[src/rtl/imem_loader_pkg.sv]
// Shared types and constants for the instruction-memory loader.
package imem_loader_pkg;

  typedef enum logic [2:0] {
    ST_IDLE,
    ST_LEN,
    ST_DATA,
    ST_FILL,
    ST_DONE
  } state_e;

  localparam logic [31:0] RV_NOP = 32'h00000013;

endpackage

[src/rtl/imem_loader_packer.sv]
// Packs a little-endian byte stream into 32-bit words; word_valid is combinational
// on the 4th byte so the loader can register the memory write on the same edge.
module byte_word_packer (
  input  logic        clk,
  input  logic        rst_n,
  input  logic        clear,
  input  logic        in_valid,
  input  logic [7:0]  in_byte,
  output logic        word_valid,
  output logic [31:0] word
);

  logic [1:0]  cnt_q;
  logic [23:0] sr_q;

  always_ff @(posedge clk or negedge rst_n) begin
    if (!rst_n) begin
      cnt_q <= '0;
      sr_q  <= '0;
    end else if (clear) begin
      cnt_q <= '0;
    end else if (in_valid) begin
      cnt_q <= cnt_q + 2'd1;
      sr_q  <= {in_byte, sr_q[23:8]};
    end
  end

  assign word_valid = in_valid & (cnt_q == 2'd3);
  assign word       = {in_byte, sr_q};

endmodule

[src/rtl/imem_loader.sv]
// Byte-stream program loader for instr_mem: writes the program, pads with NOPs up to
// DEPTH and holds the core in reset until a load completes cleanly.
module imem_loader
  import imem_loader_pkg::*;
#(
  parameter int unsigned DEPTH     = 64,
  parameter logic [31:0] BASE_ADDR = 32'h00000000,
  parameter logic [31:0] NOP_WORD  = RV_NOP
) (
  input  logic        clk,
  input  logic        rst_n,
  input  logic        start,
  input  logic        s_valid,
  input  logic [7:0]  s_data,
  output logic        s_ready,
  output logic        mem_we,
  output logic [31:0] mem_waddr,
  output logic [31:0] mem_wdata,
  output logic        busy,
  output logic        done,
  output logic        error,
  output logic        cpu_rst_n
);

  localparam int unsigned IW = $clog2(DEPTH) + 1;

  state_e        state_q;
  logic [IW-1:0] word_idx_q;
  logic [15:0]   len_q;
  logic [7:0]    len_lo_q;
  logic          len_byte_q;
  logic          s_ready_q, mem_we_q, busy_q, done_q, error_q, loaded_q, cpu_rst_n_q;
  logic [31:0]   mem_waddr_q, mem_wdata_q;

  logic [IW-1:0] widx_d;
  logic [31:0]   waddr_d;
  logic [16:0]   len_d;
  logic          byte_acc, last_data, at_depth;
  logic          pk_valid;
  logic [31:0]   pk_word;

  always_comb begin
    byte_acc  = s_valid & s_ready_q;
    widx_d    = word_idx_q + IW'(1);
    waddr_d   = BASE_ADDR + (32'(word_idx_q) << 2);
    len_d     = {1'b0, s_data, len_lo_q};
    last_data = (17'(widx_d) == {1'b0, len_q});
    at_depth  = (widx_d == IW'(DEPTH));
  end

  byte_word_packer u_packer (
    .clk        (clk),
    .rst_n      (rst_n),
    .clear      (state_q == ST_IDLE),
    .in_valid   (byte_acc && (state_q == ST_DATA)),
    .in_byte    (s_data),
    .word_valid (pk_valid),
    .word       (pk_word)
  );

  // cpu_rst_n tracks loaded & ~busy one cycle late: it is set only on leaving DONE.
  always_ff @(posedge clk or negedge rst_n) begin
    if (!rst_n) begin
      state_q     <= ST_IDLE;
      word_idx_q  <= '0;
      len_q       <= '0;
      len_lo_q    <= '0;
      len_byte_q  <= 1'b0;
      s_ready_q   <= 1'b0;
      mem_we_q    <= 1'b0;
      mem_waddr_q <= BASE_ADDR;
      mem_wdata_q <= '0;
      busy_q      <= 1'b0;
      done_q      <= 1'b0;
      error_q     <= 1'b0;
      loaded_q    <= 1'b0;
      cpu_rst_n_q <= 1'b0;
    end else begin
      mem_we_q <= 1'b0;
      done_q   <= 1'b0;
      case (state_q)
        ST_IDLE: begin
          if (start) begin
            state_q     <= ST_LEN;
            error_q     <= 1'b0;
            loaded_q    <= 1'b0;
            cpu_rst_n_q <= 1'b0;
            busy_q      <= 1'b1;
            s_ready_q   <= 1'b1;
            word_idx_q  <= '0;
            len_byte_q  <= 1'b0;
          end
        end
        ST_LEN: begin
          if (byte_acc) begin
            if (!len_byte_q) begin
              len_lo_q   <= s_data;
              len_byte_q <= 1'b1;
            end else begin
              len_q <= len_d[15:0];
              if (len_d > 17'(DEPTH)) begin
                error_q   <= 1'b1;
                done_q    <= 1'b1;
                busy_q    <= 1'b0;
                s_ready_q <= 1'b0;
                state_q   <= ST_IDLE;
              end else if (len_d == '0) begin
                s_ready_q <= 1'b0;
                state_q   <= ST_FILL;
              end else begin
                state_q <= ST_DATA;
              end
            end
          end
        end
        ST_DATA: begin
          if (pk_valid) begin
            mem_we_q    <= 1'b1;
            mem_wdata_q <= pk_word;
            mem_waddr_q <= waddr_d;
            word_idx_q  <= widx_d;
            if (last_data) begin
              s_ready_q <= 1'b0;
              if (at_depth) begin
                done_q  <= 1'b1;
                busy_q  <= 1'b0;
                state_q <= ST_DONE;
              end else begin
                state_q <= ST_FILL;
              end
            end
          end
        end
        ST_FILL: begin
          mem_we_q    <= 1'b1;
          mem_wdata_q <= NOP_WORD;
          mem_waddr_q <= waddr_d;
          word_idx_q  <= widx_d;
          if (at_depth) begin
            done_q  <= 1'b1;
            busy_q  <= 1'b0;
            state_q <= ST_DONE;
          end
        end
        ST_DONE: begin
          loaded_q    <= 1'b1;
          cpu_rst_n_q <= 1'b1;
          state_q     <= ST_IDLE;
        end
        default: state_q <= ST_IDLE;
      endcase
    end
  end

  assign s_ready   = s_ready_q;
  assign mem_we    = mem_we_q;
  assign mem_waddr = mem_waddr_q;
  assign mem_wdata = mem_wdata_q;
  assign busy      = busy_q;
  assign done      = done_q;
  assign error     = error_q;
  assign cpu_rst_n = cpu_rst_n_q;

endmodule

[config.mk]
export PLATFORM = sky130hd
export DESIGN_NAME = imem_loader
export DESIGN_NICKNAME = d
export VERILOG_FILES = /design/src/rtl/imem_loader_pkg.sv /design/src/rtl/imem_loader_packer.sv /design/src/rtl/imem_loader.sv
export SDC_FILE = /design/constraint.sdc
export NUM_CORES = 1
export LEC_CHECK = 0
export ABC_CLOCK_PERIOD_IN_PS = 2350
export BUFFER_PORTS_ARGS = -buffer_cell sky130_fd_sc_hd__buf_2
export CORE_ASPECT_RATIO = 1.2
export CORE_MARGIN = 2
export CORE_UTILIZATION = 30
export CTS_CLUSTER_DIAMETER = 60
export DETAILED_ROUTE_END_ITERATION = 8
export HOLD_SLACK_MARGIN = 0.08
export SLEW_MARGIN = 20
export SYNTH_ARGS = -nofsm -noshare
export SYNTH_HDL_FRONTEND = slang
export SYNTH_SLANG_ARGS = --single-unit
[constraint.sdc]
create_clock -name clk -period 2.35 [get_ports clk]
set_input_delay 0.1175 -clock clk [delete_from_list [all_inputs] [get_ports clk]]
set_output_delay 0.1175 -clock clk [all_outputs]
set_load 0.03 [all_outputs]
==> results of run 1 <==
[report_power, final]
group,internal (W),switching [W],leakage (nW)
clock network,0.000869,0.000748,0.161
registers,0.00241,0.000500,1.36
logic,0.000980,0.00134,1.15
[layer usage]
metal  routed length, µm  share of wire [%]
met5                   0                  0
met4                 128                1.2
met3                 409                3.8
met2                5490                 51
met1                4710                 44
[what timing repair did]
| item | 4_1_cts | 5_1_grt |
|---|---|---|
| setup endpoints to repair | 0 | 1 |
| hold buffers | 3 | 0 |
| resized for setup | 0 | 1 |
| hold endpoints to repair | 41 | 0 |
[state kept, by name (all words and copies together) (netlist names), 2 cells and up]
register	cells
mem_wdata	32
u_packer.sr_q	24
len_q	16
len_lo_q	8
mem_waddr	7
word_idx_q	7
state_q	3
u_packer.cnt_q	2
[worst max-delay path, delay by kind of cell (launching register included)]
kind / cells / cell delay (ns)
AND/OR/NAND/NOR: 2 / 0.34
flip-flops: 1 / 0.47
XOR/XNOR: 1 / 0.18
adder cells (fa/ha/maj): 1 / 0.34
AO/OA/AOI/OAI: 3 / 0.72
[how the worst min path moves through the flow]
stage / end / slack [ns] / cells past startpoint
final: len_q[10] / 0.08 / 2
after global routing: mem_wdata[26] / 0.08 / 2
after CTS: len_q[10] / 0.08 / 2
after detailed placement: u_packer.sr_q[2] / 0.08 / 1
after global placement: u_packer.sr_q[2] / 0.08 / 1
after floorplan: busy / -0.18 / 0
[metrics by stage]
step | hold WS [ns] | utilization [%] | worst slack [ns]
floorplan | -0.178 | - | 0.249
global placement | 0.0768 | 33.8 | 0.198
detailed placement | 0.0802 | 33.8 | 0.154
CTS | 0.0832 | 36.1 | 0.140
global route | 0.0819 | 36.1 | 0.00698
finish | 0.0845 | 36.1 | 0.175
[layout make-up]
class,instances,area [µm²],area share [%]
Clock inverter,7,105,1.87
Tap cell,208,260,4.63
Clock buffer,9,225,4.00
Multi-Input combinational cell,265,1880,33.5
Timing Repair Buffer,79,463,8.23
Sequential cell,106,2650,47.2
Inverter,9,33.8,0.601
[layout by cell type (no fill, tap or decap), types with 6 or more instances in the layout]
cell type,synthesis,layout
xnor2_1,6,6
nor3_1,6,6
nand2_1,35,35
a22o_1,30,30
clkbuf_16,0,9
buf_2,6,55
o21ai_0,13,13
nand3_1,11,11
a21oi_1,12,12
buf_4,25,21
nor2_1,11,10
conb_1,1,25
nor4_1,7,7
mux2_2,32,32
inv_1,6,6
dfrtp_1,106,105
mux2_1,17,17
[cell families after synthesis]
| group | Yosys count | share of synthesized area, % |
|---|---|---|
| buffers and inverters | 60 | 7.14 |
| multiplexers | 51 | 12.0 |
| other | 1 | 0.0784 |
| adder cells (fa/ha/maj) | 2 | 0.523 |
| AO/OA/AOI/OAI | 90 | 14.0 |
| flip-flops | 106 | 55.4 |
| XOR/XNOR | 10 | 1.83 |
| AND/OR/NAND/NOR | 87 | 9.07 |
==> results.md, run 1 <==
* R2R cell count at 7
* Synth cell types at 59
* Global-route wire length before repair at 17,900 µm
* Critical path launch point: word_idx_q[0]
* CTS tree: built
* DR WL/cell at 15.7 µm
* Final Hold Fails at 0
* Die X at ~120 µm
* GRT Total Usage at 13.4%
* Final net count at 484
* TritonCTS Buffers at 9
* Maximum Capacitance Violations at 0
* Area Growth Syn to Fin at 17.5%
* GR peak layer: met2
* GR Layer Usage met2 at 23.2%
* Area contributors post-synth: dfrtp_1 (55%), mux2_2 (7.5%), a22o_1 (5.5%), mux2_1 (4.0%), buf_4 (3.9%)
* Cells after synthesis at 407
* Unrepaired setup endpoints after global routing: false
* Slowest cell on the critical path: dfrtp_2
* Cell Area, Placed at 5260 µm²
* DRC marker count from the first detailed-route iteration at about 180
* GRT overflow at 0
* Status: completed
* Setup crit start kind: flop
* GR Layer Usage met3 at 2.44%
* CTS Root Cell: clkbuf_16
* Chip Height at ~140 µm
* Crit Reg-Reg Endpoint: s_ready
* Crit path cell chain: ha_1 -> xor2_1 -> nor4_1 -> nand4b_1 -> a2111o_1 -> a31oi_1 -> o21ai_1
* Relative slew slack at between 50% and 60%
* Hold Crit Class: in2reg
* Count leader, synth: dfrtp_1
* Leading cell types by count after synthesis: dfrtp_1 (106), nand2_1 (35), mux2_2 (32)
* Crit path kind: reg2reg
* # DRC at 0
* Num rows at 50
* Largest net degree at the start of global routing at 33
* Final wirelength at 10,700 µm
* Proportion of netlist area held by the largest area contributor at 55.4%
* CTS H-tree depth at 3
* Skew final at 0.00993 ns
* Fmax at between 400 and 500 MHz
* Filler instances at between 1.5k and 2k
* Max FO, Critical Path at 9
* Finish-stage setup viols at 0
* Crit end category: flop
* Sink Count at ~110
* Met1 Use GR at 16.6%
* Port bufs at 56
* I/O pin count at 82
* DR vias at 3,357
* Number of diodes at 0
* Final period util at 92.6%
* Cell Area, Synth at 4780 µm²
* Vias per Instance at 4.92
* Most used flip-flop cell after synthesis: dfrtp_1
* Ys async rst share at 100%
* Setup TNS at 0 ns
* Vias in the first global route at around 3.4k
* Crit-path max cell delay at 0.47 ns
* Ratio of cells with drive above 1 in the final layout at about 28%
* Initial antenna violation count at 0
* Actual transition at the worst max-transition pin at 0.634 ns
* R2R Setup Slk at 0.17 ns
* Post-route ant nets at 0
* Number of synthesized flops with an enable pin at 0
* GP Congestion at 0.857
* Crit path required time at 2.58 ns
* Placeable Area at between 15,000 and 20,000 µm²
* HP Start: s_data[2]
* Worst r2r src: word_idx_q[0]
* Final cell count without fillers at a little under 700
* Ys Warns at 0
* Yosys top cell by area: dfrtp_1
* Min Tclk post-route at 2.18 ns
* First-pass DRT Iterations at 4
* Inst Count DP at roughly 660
* Synthesis-stage register bit count at about 110
* Max Slew Vio Count at 0
* Clk pin slew, worst setup/hold paths at 0.08 ns
* Syn Area/Cell at 11.8 µm²
* Skew-Pair Late Insertion Delay at 0.35 ns
* Detailed Place HPWL at 7750 µm
* Initial Utilization at between 30% and 40%
* Design area at 5620 µm²
* Register area share after synthesis at 55.4%
* Postcts setup bufs at 0
* Die area at 17,000 µm²
* Pwr dens at between 1000 and 1500 nW/µm²
* Crit path DAT at 2.40 ns
* Overall power at slightly below 0.007 W
* Max rail drop VDD at 0.496 mV
* Leakage at 2.68 nW
* CTS max path bufs at 2
* Worst Setup EP: s_ready
(Power assumes the default switching activity.)
==> run 2: changes to the inputs <==
--- a/config.mk
+++ b/config.mk
@@ -11,8 +11,10 @@
 export CORE_MARGIN = 2
 export CORE_UTILIZATION = 30
 export CTS_CLUSTER_DIAMETER = 60
+export CTS_CLUSTER_SIZE = 8
 export DETAILED_ROUTE_END_ITERATION = 8
 export HOLD_SLACK_MARGIN = 0.08
+export PLACE_DENSITY = 0.55
 export SLEW_MARGIN = 20
 export SYNTH_ARGS = -nofsm -noshare
 export SYNTH_HDL_FRONTEND = slang
==> run 2 against run 1 <==
- utilization is essentially flat
- sequential power about the same
- global-route usage is 0.60 points lower
- clock power up 4%
- count of clock-buffer cells in the layout did not move
- hold slack better by 0.0044 ns
- sequential share of layout area hardly changed
- wire length fell by 2.6%
- die area is the same
==> results.md, run 2 (synthesis results as in run 1) <==
* Most common cell after layout, fill and taps aside: dfrtp_1
* Sink Count at 106
* Max reg flops at 32
* DR WL/cell at 15.4 µm
* Chip Height at between 100 and 150 µm
* Share of power burned in registers at 42.0%
* Post-route ant nets at 0
* Number of diodes at 0
* Leakage at 2.67 nW
* CTS tree: built
* CTS Root Cell: clkbuf_16
* R2R cell count at 7
* Hold Crit Class: in2reg
* Actual transition at the worst max-transition pin at 0.565 ns
* Worst r2r src: word_idx_q[0]
* # DRC at 0
* Status: completed
* First-pass DRT Iterations at 4
* CTS max path bufs at 2
* CTS H-tree depth at 3
* Final core occ at 36.2%
* Hold Path End: mem_wdata[25]
* Die area at 17,000 µm²
* Crit path required time at approximately 2.6 ns
* Setup crit start kind: flop
* GP Congestion at ~0.84
* Hold path depth at 2
* Global-route wire length before repair at 17,300 µm
* Ratio of cells with drive above 1 in the final layout at 28.2%
* Detailed Place HPWL at 7430 µm
* Finish-stage setup viols at 0
* Initial Utilization at 30.7%
* Port bufs at 56
* Num rows at 50
* Pwr dens at around 1200 nW/µm²
* Sw Share at 37.0%
* Maximum Capacitance Violations at 0
* Crit end category: flop
* GRT overflow at 0
* Final Hold Fails at 0
* Initial antenna violation count at 0
* Fmax at 451 MHz
* Largest net degree at the start of global routing at 54
* Skew final at between 0.006 and 0.007 ns
* Final net count at 481
* R2R Setup Slk at 0.13 ns
* P_sw at 0.00255 W
* Vias in the first global route at between 3k and 4k
* Crit path DAT at between 2 and 2.5 ns
* Skew-Pair Late Insertion Delay at 0.34 ns
* Max rail drop VDD at 0.485 mV
* Final wirelength at approximately 10,000 µm
* GRT Total Usage at 12.7%
* Overall power at 0.00690 W
* Final period util at 94.4%
* Relative slew slack at 62.1%
* Hold slack at 0.0889 ns
* DRC marker count from the first detailed-route iteration at 116
* Crit Reg-Reg Endpoint: s_ready
* TritonCTS Buffers at 9
* Area Growth Syn to Fin at 17.7%
* Die X at 119 µm
* Int Pwr at 0.00435 W
* Max Slew Vio Count at 0
* Max FO, Critical Path at 9
* Filler instances at roughly 1.5k
* I/O pin count at a little over 80
* Placeable Area at 15,600 µm²
* Crit path kind: reg2reg
* DR vias at 3,303
* Setup TNS at 0 ns
* HP Start: s_data[1]
* Unrepaired setup endpoints after global routing: false
* Logic pwr share at 33.6%
* Vias per Instance at 4.86
* Clock share of power at approximately a quarter
* Most frequent cells in the layout: dfrtp_1 (104), buf_2 (55), nand2_1 (35)
* Min Tclk post-route at between 2 and 2.5 ns
* Clk pin slew, worst setup/hold paths at around 0.070 ns
==> run 2: cell count changes in the layout (fill, tap and decap cells not counted) <==
| cell | delta |
|---|---|
| clkinv_4 | -1 |
| dfrtp_2 | +1 |
| clkinvlp_4 | +1 |
| bufinv_16 | +1 |
| a2111oi_0 | -1 |
| buf_12 | +1 |
| a2111oi_1 | +1 |
| buf_4 | -4 |
| inv_6 | +1 |
| dfrtp_1 | -1 |
| inv_8 | -2 |
==> run 2: power by group through the flow <==
stage,sequential [W],combinational [W],clock [W]
4_1_cts,0.00290,0.00234,0.00174
3_3_place_gp,0.00292,0.00228,0
3_5_place_dp,0.00293,0.00232,0
2_1_floorplan,0.00294,0.00162,0
6_report,0.00290,0.00232,0.00168
5_1_grt,0.00300,0.00256,0.00181
==> run 2: timing repair <==
action,in CTS,in global routing
endpoints found under the hold margin,37,0
hold buffers,3,0
setup endpoints to repair,0,2
resized for setup,0,3
setup buffers,0,0
==> run 2: cell type report <==
| cell class | instances | area [µm²] | area share [%] |
|---|---|---|---|
| flip-flops and latches | 106 | 2660 | 47.1 |
| repair buffers | 76 | 453 | 8.04 |
| clock inverters | 7 | 120 | 2.13 |
| multi-input cells | 265 | 1880 | 33.5 |
| well taps | 208 | 260 | 4.62 |
| clock buffers | 9 | 225 | 4.00 |
| inverters | 9 | 33.8 | 0.600 |
==> run 2: worst max-delay path, cell delays in order (launching register included) <==
cell and delay [ns]:
dfrtp_2 0.47, ha_1 0.34, xor2_1 0.18, nor4_1 0.21
nand4b_1 0.16, a2111o_1 0.47, a31oi_1 0.20, o21ai_1 0.08
==> run 2: how the worst max path moves through the flow <==
stage                        startpoint  endpoint  slack, ns  cells after the start
after floorplan           word_idx_q[0]   s_ready       0.25                      8
after global placement    word_idx_q[0]   s_ready       0.20                      7
after detailed placement  word_idx_q[0]   s_ready       0.15                      7
after CTS                 word_idx_q[0]   s_ready       0.12                      8
after global routing      word_idx_q[0]   s_ready      0.007                      8
final                     word_idx_q[0]   s_ready       0.13                      7
==> run 2: through the flow <==
step           setup WS (ns)  cells  area [µm²]
2_1_floorplan          0.249    431        4870
4_1_cts                0.120    680        5630
3_5_place_dp           0.153    661        5250
5_1_grt              0.00656    680        5630
3_3_place_gp           0.202    661        5250
6_report               0.131    680        5630
==> run 2: routing by layer <==
metal  global-route usage [%]  share of wire, %
met1                     16.6                46
met2                     21.1                48
met3                     2.52               4.0
met4                     4.57               2.2
met5                        0                 0
